==> src/rtl/branch_resolve.sv <==
// Resolves RV32I conditional branches, JAL and JALR into a registered taken/target/link result
// with a fetch-flush pulse and a post-redirect stall window. Optional stats: BRANCH_STATS_EN.
module branch_resolve #(
  parameter int unsigned NUM_SIZE     = 32,
  parameter int unsigned FLUSH_CYCLES = 2,
  parameter int unsigned CNT_WIDTH    = 16
) (
  input  logic                clk,
  input  logic                rstN,
  input  logic                inValid,
  output logic                inReady,
  input  logic                isBranch,
  input  logic                isJal,
  input  logic                isJalr,
  input  logic [2:0]          funct3,
  input  logic                cmpEqual,
  input  logic                cmpLessThan,
  input  logic                cmpLessThanU,
  input  logic [NUM_SIZE-1:0] pc,
  input  logic [NUM_SIZE-1:0] imm,
  input  logic [NUM_SIZE-1:0] rs1,
  output logic                outValid,
  input  logic                outReady,
  output logic                taken,
  output logic [NUM_SIZE-1:0] target,
  output logic [NUM_SIZE-1:0] linkAddr,
  output logic                misaligned,
  output logic                illegal,
  output logic                flush
`ifdef BRANCH_STATS_EN
  ,
  output logic [CNT_WIDTH-1:0] takenCount,
  output logic [CNT_WIDTH-1:0] branchCount
`endif
);

  localparam int unsigned FcW = (FLUSH_CYCLES < 2) ? 1 : $clog2(FLUSH_CYCLES + 1);

  typedef enum logic [0:0] {StIdle, StFlush} state_e;

  state_e              state_q;
  logic [FcW-1:0]      cnt_q;
  logic                out_valid_q, taken_q, misaligned_q, illegal_q, flush_q;
  logic [NUM_SIZE-1:0] target_q, link_q;

  logic                accept, handshake;
  logic                cond, taken_d, illegal_d, misaligned_d, is_cf;
  logic [NUM_SIZE-1:0] link_d, target_d, jump_d;

  assign inReady   = (state_q == StIdle) && (!out_valid_q || outReady);
  assign accept    = inValid && inReady;
  assign handshake = out_valid_q && outReady;
  assign is_cf     = isBranch || isJal || isJalr;

  always_comb begin
    cond      = 1'b0;
    illegal_d = 1'b0;
    case (funct3)
      3'b000:  cond = cmpEqual;
      3'b001:  cond = !cmpEqual;
      3'b100:  cond = cmpLessThan;
      3'b101:  cond = !cmpLessThan;
      3'b110:  cond = cmpLessThanU;
      3'b111:  cond = !cmpLessThanU;
      default: illegal_d = isBranch && !isJal && !isJalr;
    endcase
  end

  always_comb begin
    link_d  = pc + NUM_SIZE'(4);
    jump_d  = pc + imm;
    taken_d = 1'b0;
    if (isJalr) begin
      taken_d = 1'b1;
      // Bit 0 is cleared before alignment is judged, so only bit 1 can flag misaligned.
      jump_d  = (rs1 + imm) & ~NUM_SIZE'(1);
    end else if (isJal) begin
      taken_d = 1'b1;
    end else if (isBranch) begin
      taken_d = cond;
    end
    target_d     = taken_d ? jump_d : link_d;
    misaligned_d = taken_d && target_d[1];
  end

  always_ff @(posedge clk) begin
    if (!rstN) begin
      state_q      <= StIdle;
      cnt_q        <= '0;
      out_valid_q  <= 1'b0;
      taken_q      <= 1'b0;
      misaligned_q <= 1'b0;
      illegal_q    <= 1'b0;
      flush_q      <= 1'b0;
      target_q     <= '0;
      link_q       <= '0;
    end else begin
      if (state_q == StFlush) begin
        if (cnt_q == FcW'(1)) state_q <= StIdle;
        cnt_q <= cnt_q - FcW'(1);
      end
      if (accept) begin
        out_valid_q  <= 1'b1;
        taken_q      <= taken_d;
        misaligned_q <= misaligned_d;
        illegal_q    <= illegal_d;
        flush_q      <= taken_d;
        target_q     <= target_d;
        link_q       <= link_d;
        if (taken_d) begin
          state_q <= StFlush;
          cnt_q   <= FcW'(FLUSH_CYCLES);
        end
      end else if (handshake) begin
        // Payload is left as-is; only the valid and the pulse retire.
        out_valid_q <= 1'b0;
        flush_q     <= 1'b0;
      end
    end
  end

  assign outValid   = out_valid_q;
  assign taken      = taken_q;
  assign target     = target_q;
  assign linkAddr   = link_q;
  assign misaligned = misaligned_q;
  assign illegal    = illegal_q;
  assign flush      = flush_q;

`ifdef BRANCH_STATS_EN
  logic [CNT_WIDTH-1:0] taken_cnt_q, branch_cnt_q;

  always_ff @(posedge clk) begin
    if (!rstN) begin
      taken_cnt_q  <= '0;
      branch_cnt_q <= '0;
    end else if (accept) begin
      if (is_cf && (branch_cnt_q != '1)) branch_cnt_q <= branch_cnt_q + CNT_WIDTH'(1);
      if (taken_d && (taken_cnt_q != '1)) taken_cnt_q <= taken_cnt_q + CNT_WIDTH'(1);
    end
  end

  assign takenCount  = taken_cnt_q;
  assign branchCount = branch_cnt_q;
`else
  logic unused_cf;
  assign unused_cf = is_cf;
`endif

endmodule

==> config.mk <==
export PLATFORM = sky130hd
export DESIGN_NAME = branch_resolve
export DESIGN_NICKNAME = d
export VERILOG_FILES = /design/src/rtl/branch_resolve.sv
export SDC_FILE = /design/constraint.sdc
export NUM_CORES = 1
export LEC_CHECK = 0
export ABC_AREA = 1
export CAP_MARGIN = 20
export CORE_MARGIN = 3
export CORE_UTILIZATION = 30
export DETAILED_ROUTE_END_ITERATION = 8
export PLACE_DENSITY = 0.52
export SYNTH_ARGS = -nofsm -noshare
export SYNTH_HDL_FRONTEND = slang
export SYNTH_SLANG_ARGS = --single-unit
==> constraint.sdc <==
create_clock -name clk -period 2.85 [get_ports clk]
set_clock_uncertainty 0.2 [all_clocks]
set_input_delay 0.57 -clock clk [delete_from_list [all_inputs] [get_ports clk]]
set_output_delay 0.57 -clock clk [all_outputs]
set_load 0.005 [all_outputs]
==> flow_metrics.tcl <==
set metrics [dict create \
    outcome "complete, no violations" \
    die_w_um 167.9 \
    worst_slew_pin_slew_ps 644.6 \
    vias_per_cell 4.779 \
    cts_inserted_buffers 9 \
    totalNegativeSetupSlack_ps 0 \
    async_flop_share_pct 0 \
    powerDensity_nw_per_um2 386.0 \
    syn-num-nets 1532 \
    switching_share_pct 35.08 \
    dp_hpwl_um 28080 \
    max_freq_mhz 358.9 \
    grt_max_degree 55 \
    critical_path.startpoint_type "primary input" \
    nets 1922 \
    dp.cells 2066 \
    synthMuxAreaShare_pct 0.3817 \
    drive_gt1_share_pct 18.08 \
    drv_cap 0 \
    io_buffers 178 \
    clock-root-buffer "clkbuf_16" \
    antenna_cells 0 \
    pwr-share-comb_pct 47.0 \
    core-area_sq_um 25470 \
    slowest_stage "clkdlybuf4s50_1" \
    crit_path_end_kind "flop" \
    row_count 58 \
    avgSynthCellArea_sq_um 5.793 \
    synth_top_family_by_area "simple AND/OR/NAND/NOR gates" \
    routed-via-count 9954 \
    grt_usage_pct 22.47 \
    final_common_cell "nand2_1" \
    die-area_sq_um 28200 \
    cp.required_ps 2920 \
    synth_cell_types 42 \
    yosys_register_bits 72 \
    synth_flop_cell "dfxtp_1" \
    synth-compound-area-share_pct 19.07 \
    dr.pass1.iters 5 \
    cp_slowest_stage_delay_ps 510 \
    setup_viol 0 \
    yosys.area_share.simple_pct 37.33 \
    min_path_type "reg2reg" \
    cts_tree "yes" \
    totalWireLength_um 32970 \
    htree_levels 3 \
    n_fill_cell 2702 \
    clock_path_buffers 2 \
    io_pins 179 \
    relSlewSlack_pct 56.87 \
    die_h_um 167.9 \
    finalNonFillerCells 2083 \
    synth_area_sq_um 7866 \
    switchingPower_mw 1.680 \
    yosysSeqAreaShare_pct 18.32 \
    path_clk_slew_ps 60 \
    drtAntennaViolNets 0 \
    ir_drop_mv 0.3945 \
    worst-path-max-fanout 4 \
    period_needed_ps 2787 \
    slew_viol_final 0 \
    wl_per_cell_um 15.83 \
    clkPwrFrac_pct 28.0 \
    clk_latency_ps 330 \
    synth-edff-count 0 \
    synth_fa_ha_area_share_pct 10.53 \
    grt_remaining_overflow 0 \
    power.total_mw 4.790 \
    start_util_pct 30.88 \
    p_leak_nw 6.200 \
    grt_pass1_wl_um 50680 \
    syn_to_final_growth_pct 57.75 \
    yosys_warnings 0 \
    crit_top_cell "nand2_1" \
    layout_common_cells "nand2_1 (424), buf_4 (227), inv_1 (179)" \
    gp_congestion 0.9181 \
    clock-sinks 72 \
    arrival_ps 2850 \
    p_int_mw 3.110 \
    worstPathCellList "clkdlybuf4s50_1 > ha_1 > a21oi_2 > buf_4 > nand2_1 > a21oi_2 > nand2_1 > nand2_1 > nand2_1 > nand2_1 > nand3_1 > nand2_1 > nand2_1 > a21oi_1" \
    crit_type "in2reg" \
    finalHoldViolations 0 \
    grt_pass1_vias 9467 \
    rsz0062_at_grt "true" \
    synth_xor_xnor_area_share_pct 4.120 \
    antenna_found_initial 0 \
    min_period_over_period_pct 97.78 \
    drc 0 \
    drt_iter0_drc 593 \
    synth_cells 1358 \
    pwr-share-seq_pct 25.0 \
]
## final timing paths
check	to	start	cells past startpoint	slack, ps
setup / recovery	target[31]	imm[10]	14	60
hold / removal	linkAddr[1]	linkAddr[1]	2	270
setup reg to reg	target[5]	outValid	10	770
hold reg to reg	linkAddr[1]	linkAddr[1]	2	270
## power groups by stage
stage	Clock, mW	Combinational, mW	Sequential [mW]
2_1_floorplan	0	0.996	1.21
3_3_place_gp	0	2.15	1.22
3_5_place_dp	0	2.16	1.22
4_1_cts	1.37	2.18	1.20
5_1_grt	1.40	2.48	1.21
6_report	1.34	2.25	1.20
## critical path, delay by kind of cell
kind,cells,cell delay (ps)
and+or+nand+nor,8,790
adders and majority gates,1,400
buffers and inverters,2,630
AOI/OAI and AO/OA,3,450
## kinds of logic after synthesis
family / count (synthesis)
buffers and inverters: 213
adders and majority gates: 65
and+or+nand+nor: 703
xor gates and xnor gates: 37
muxes: 3
AOI/OAI and AO/OA: 265
DFF: 72
## flip-flops by register name, summed over array words and instances, names as in the netlist
signal / cells
state_q: 1
illegal: 1
target: 32
outValid: 1
cnt_q: 2
taken: 1
flush: 1
misaligned: 1
linkAddr: 32
## synthesized netlist by cell type, types with 3 or more instances
library cell / n / area (sq um)
or2_2: 3 / 18.77
dfxtp_1: 72 / 1441
nor3_1: 19 / 95.09
o21bai_1: 36 / 270.3
a21o_1: 7 / 52.55
and2_1: 3 / 18.77
o21ai_0: 76 / 380.4
buf_2: 5 / 25.02
xnor2_1: 16 / 140.1
xor2_1: 21 / 183.9
nor2_1: 119 / 446.7
ha_1: 63 / 788.3
mux2i_1: 3 / 30.03
nand2_1: 431 / 1618
inv_2: 4 / 15.01
o21ai_1: 7 / 35.03
nand3b_1: 9 / 67.56
nand3_1: 91 / 455.4
nor3_2: 3 / 30.03
o211ai_1: 8 / 60.06
a31oi_1: 4 / 25.02
nand4_1: 11 / 68.82
nor4_1: 4 / 25.02
a22oi_1: 3 / 22.52
clkbuf_1: 22 / 82.58
a21boi_0: 5 / 37.54
inv_1: 179 / 671.9
a21oi_1: 111 / 555.5
## through the flow
| step | setup WS [ps] | cell area, sq um | util [%] | hold slack, ps |
|---|---|---|---|---|
| global placement | -326.9 | 11710 | 45.95 | 252.4 |
| CTS | 25.05 | 12060 | 47.34 | 266.1 |
| floorplan | 476.3 | 7866 | - | 253.2 |
| finish | 63.34 | 12410 | 48.72 | 265.2 |
| global route | -32.18 | 12410 | 48.72 | 294.4 |
| detailed placement | -375.2 | 11710 | 45.95 | 256.3 |
## layout make-up
type | count | area, sq um | area share, %
Multi-Input combinational cell | 1073 | 5939 | 47.86
Timing Repair Buffer | 408 | 3571 | 28.78
Sequential cell | 72 | 1441 | 11.62
Inverter | 184 | 690.7 | 5.566
Tap cell | 330 | 412.9 | 3.327
Clock buffer | 10 | 239.0 | 1.926
Clock inverter | 6 | 115.1 | 0.9276
## per-layer routing
metal / up-vias / global-route usage, % / share of wire (%)
li1: 5194 / - / -
met1: 4480 / 31.74 / 48
met2: 246 / 37.43 / 45
met3: 34 / 1.925 / 4.3
met4: 0 / 4.838 / 1.9
met5: - / 0 / 0
## what timing repair did
| action | 4_1_cts | 5_1_grt |
|---|---|---|
| pin swaps | 0 | 4 |
| resized for setup | 2 | 69 |
| buffers inserted | 0 | 1 |
| hold buffers | 0 | 0 |
| gates cloned | 0 | 0 |
| endpoints found under the setup margin | 2 | 22 |
No activity file was read; power rests on OpenSTA's default activity.
==> RTL change 1: new RTL, same flow settings <==
Add a define of `BRANCH_STATS_EN`.
--- a/src/rtl/branch_resolve.sv
+++ b/src/rtl/branch_resolve.sv
@@ -1,4 +1,6 @@
 // Resolves RV32I conditional branches, JAL and JALR into a registered taken/target/link result
 // with a fetch-flush pulse and a post-redirect stall window. Optional stats: BRANCH_STATS_EN.
+`define BRANCH_STATS_EN
+
 module branch_resolve #(
   parameter int unsigned NUM_SIZE     = 32,
Formal check against the unedited RTL (old outputs only; new: branchCount and takenCount): equivalent (Yosys induction, for registers that start in step).
==> RTL change 1 against the original RTL <==
Sequential share of layout area increased by 2.5 points; sequential cell count increased by 32; final area grew 19%; critical endpoint is now target[10]$_SDFFE_PN0P_; worst setup slack improved by 0.076 ns; synthesized area increased by 32%; wire length is 29% higher; power rose by 9.8%.
==> RTL change 1: results (changes against the original RTL) <==
GR Util met1 30.9% (was 31.7%); Mean Syn Cell Area 5.63 µm² (was 5.79 µm²); pre-CTS setup slack -0.422 ns (was -0.375 ns); first-pass GRT wire length 65.9 mm (was 50.7 mm); GR met3 Demand/Resource 3.74% (was 1.93%); Total Routing Usage GR 23.0% (was 22.5%); R2R Setup Slk 0.65 ns (was 0.77 ns); Crit Path Max Fanout 5 (was 4); Pleak 0.00770 µW (was 0.00620 µW); vias in the first global route 11990 (was 9467); dpl cell area 14400 µm² (was 11700 µm²); layout cells sized above 1 12.0% (was 18.1%); Crit path largest cell delay 0.42 ns (was 0.51 ns); Synth top cells by count nand2_1 (711), inv_1 (315), nor2_1 (134) (was nand2_1 (431), inv_1 (179), nor2_1 (119)); worst relative slew slack 68.7% (was 56.9%); Crit path arrival time 2.77 ns (was 2.85 ns); grt met2 use 37.9% (was 37.4%); fin crit share 95.1% (was 97.8%); Resized cells post-CTS 1 (was 2); run status finished, final reports clean (unchanged); cell family with most CP delay buffers and inverters (was simple AND/OR/NAND/NOR gates); combinational cell power 2340 µW (was 2250 µW); Worst-Skew Late Latency 0.36 ns (was 0.33 ns); maximum VDD drop 288 µV (was 394 µV); FF-to-FF End takenCount[14]$_SDFFE_PN0P_ (was target[5]$_SDFFE_PN0P_); register area share after synthesis 20.1% (was 18.3%); post-synthesis cell type count 46 (was 42); clk slew on worst S/H paths 0.08 ns (was 0.06 ns); total wire length 42.7 mm (was 33.0 mm)
==> RTL change 1: kinds of logic (layout without fill, tap and decap cells) <==
kind of cell,count (synthesis),after routing,synth area share [%]
buf+inv,354,745,13.2
fa+ha+maj,67,67,8.22
xor+xnor,50,50,4.22
compound gates,200,200,11.3
simple gates,1068,1068,43.0
flops,104,104,20.1
==> RTL change 1: stage by stage <==
step	TNS (ns)	hold slack (ns)	utilization [%]	power (µW)
2_1_floorplan	0	0.240	-	2820
3_3_place_gp	-4.92	0.254	42.7	4050
3_5_place_dp	-5.13	0.256	42.7	4050
4_1_cts	0	0.267	43.5	5310
5_1_grt	0	0.285	43.6	5640
6_report	0	0.269	43.6	5260
==> RTL change 1: worst min-delay path by stage <==
stage / from / cells after the start / endpoint
3_5_place_dp: linkAddr[0]$_SDFFE_PN0P_ / 2 / linkAddr[0]$_SDFFE_PN0P_
5_1_grt: linkAddr[0]$_SDFFE_PN0P_ / 2 / linkAddr[0]$_SDFFE_PN0P_
3_3_place_gp: cnt_q[0]$_SDFF_PN0_ / 1 / cnt_q[0]$_SDFF_PN0_
2_1_floorplan: cnt_q[0]$_SDFF_PN0_ / 1 / cnt_q[0]$_SDFF_PN0_
6_report: linkAddr[1]$_SDFFE_PN0P_ / 2 / linkAddr[1]$_SDFFE_PN0P_
4_1_cts: linkAddr[0]$_SDFFE_PN0P_ / 2 / linkAddr[0]$_SDFFE_PN0P_
==> RTL change 1: cell type report <==
type,instances,area [µm²]
clock buffers,9,225
clock inverters,7,53.8
fillers,3676,19000
inverters,318,1190
multi-input cells,1385,6960
flip-flops and latches,104,2080
well taps,448,561
repair buffers,411,3670
==> RTL change 1: routing by layer <==
metal,up-vias,wire length [µm]
met1,5530,19700
met3,54,2510
met4,0,1240
met2,352,19300
met5,-,0
li1,6542,-
==> RTL change 2: new RTL, config.mk and constraints unchanged <==
Made on the original files. Set the parameter `NUM_SIZE` to 64 (it was 32).
--- a/src/rtl/branch_resolve.sv
+++ b/src/rtl/branch_resolve.sv
@@ -2,5 +2,5 @@
 // with a fetch-flush pulse and a post-redirect stall window. Optional stats: BRANCH_STATS_EN.
 module branch_resolve #(
-  parameter int unsigned NUM_SIZE     = 32,
+  parameter int unsigned NUM_SIZE     = 64,
   parameter int unsigned FLUSH_CYCLES = 2,
   parameter int unsigned CNT_WIDTH    = 16
Interface: changed (5 resized); port bits go from 179 to 339. The function was not compared with the original's and may differ.
==> RTL change 2 against the original RTL <==
Power increased by 120%; wire length grew to 3.0 times the old value; die area rose by 120%; final area increased by 150%; highest routed layer unchanged; count of clock-buffer cells in the layout rose by 9; sequential share of layout area shrank 2.8 points; largest cell class unchanged; synthesized area rose by 130%; critical endpoint is now target[41]$_SDFFE_PN0P_; worst setup slack worse by 0.050 ns; largest power group unchanged; sequential cell count up 64; critical path depth grew 4; synthesized cell count is 150% higher; combinational power grew to 2.5 times the old value; maximum frequency decreased by 1.8%.
==> RTL change 2: results (changes against the original RTL) <==
largest net degree at the start of global routing 64 (was 55); IO Port Bufs 338 (was 178); multiplexer share of the synthesized area 0% (was 0.382%); H-tree depth 4 (was 3); DRT Pass-1 Iters 8 (was 5); dpl cell area 27700 µm² (was 11700 µm²); crit path from pc[1] (was imm[10]); FF-to-FF End target[27]$_SDFFE_PN0P_ (was target[5]$_SDFFE_PN0P_); vias in the first global route 24168 (was 9467); first-pass GRT wire length 145 mm (was 50.7 mm); setup slack after layout 0.0135 ns (was 0.0633 ns); grt met2 use 50.6% (was 37.4%); pre-CTS setup slack -0.722 ns (was -0.375 ns); number of antenna violations at the first check in global routing 2 (was 0); register area share after synthesis 15.2% (was 18.3%); WHS 0.269 ns (was 0.265 ns); post-route insts no fill 5158 (was 2083); Logic pwr share 54.1% (was 47.0%); run status finished, final reports clean (unchanged); Synth Area in Adders 9.07% (was 10.5%); Routed met3 length 6.00 mm (was 1.43 mm); power density cells 341 nW/µm² (was 386 nW/µm²); Avg WL per Cell 19.4 µm (was 15.8 µm); dpl hpwl 86.4 mm (was 28.1 mm); dominant cells by area after synthesis nand2_1 (24%), dfxtp_1 (15%), inv_1 (11%), ha_1 (8.8%), nor2_1 (7.9%) (was nand2_1 (21%), dfxtp_1 (18%), ha_1 (10%), inv_1 (8.5%), a21oi_1 (7.1%)); hold_sp linkAddr[6]$_SDFFE_PN0P_ (was linkAddr[1]$_SDFFE_PN0P_); Internal Power 6310 µW (was 3110 µW); number of CTS-inserted buffers 17 (was 9); clock power share 24.3% (was 28.0%); Endpoint, Worst Hold linkAddr[6]$_SDFFE_PN0P_ (was linkAddr[1]$_SDFFE_PN0P_); maximum VDD drop 424 µV (was 394 µV); Pleak 0.0154 µW (was 0.00620 µW); DRT iter0 DRCs 1865 (was 593)
-- RTL change 2: critical path, cell delays in order --
cell and delay (ns):
clkdlybuf4s50_1 0.45, ha_1 0.32, nand3_1 0.10, nand3_2 0.14
nand2_1 0.09, nand2_1 0.10, nand2_1 0.09, nand2_1 0.13
nand2_1 0.13, nand3_2 0.15, nand2_1 0.09, nand2_1 0.06
nand2_1 0.06, nand2_1 0.04, o21ai_0 0.20, buf_4 0.19
nand2_1 0.06, nand2_1 0.05
-- RTL change 2: what timing repair did --
action                                  4_1_cts  5_1_grt
pin swaps                                     8       66
endpoints found under the hold margin         0        0
gates resized for setup                     149      422
endpoints found under the setup margin       46       62
buffers inserted                              2        8
-- RTL change 2: final cells by class --
class                           instances  area, µm²
Fill cell                            6194      28400
Multi-Input combinational cell       2614      15300
Timing Repair Buffer                 1076       9140
Sequential cell                       136       2720
Inverter                              526       1970
Tap cell                              773        967
Clock buffer                           19        443
Clock inverter                         13        216
Antenna cell                            1       2.50
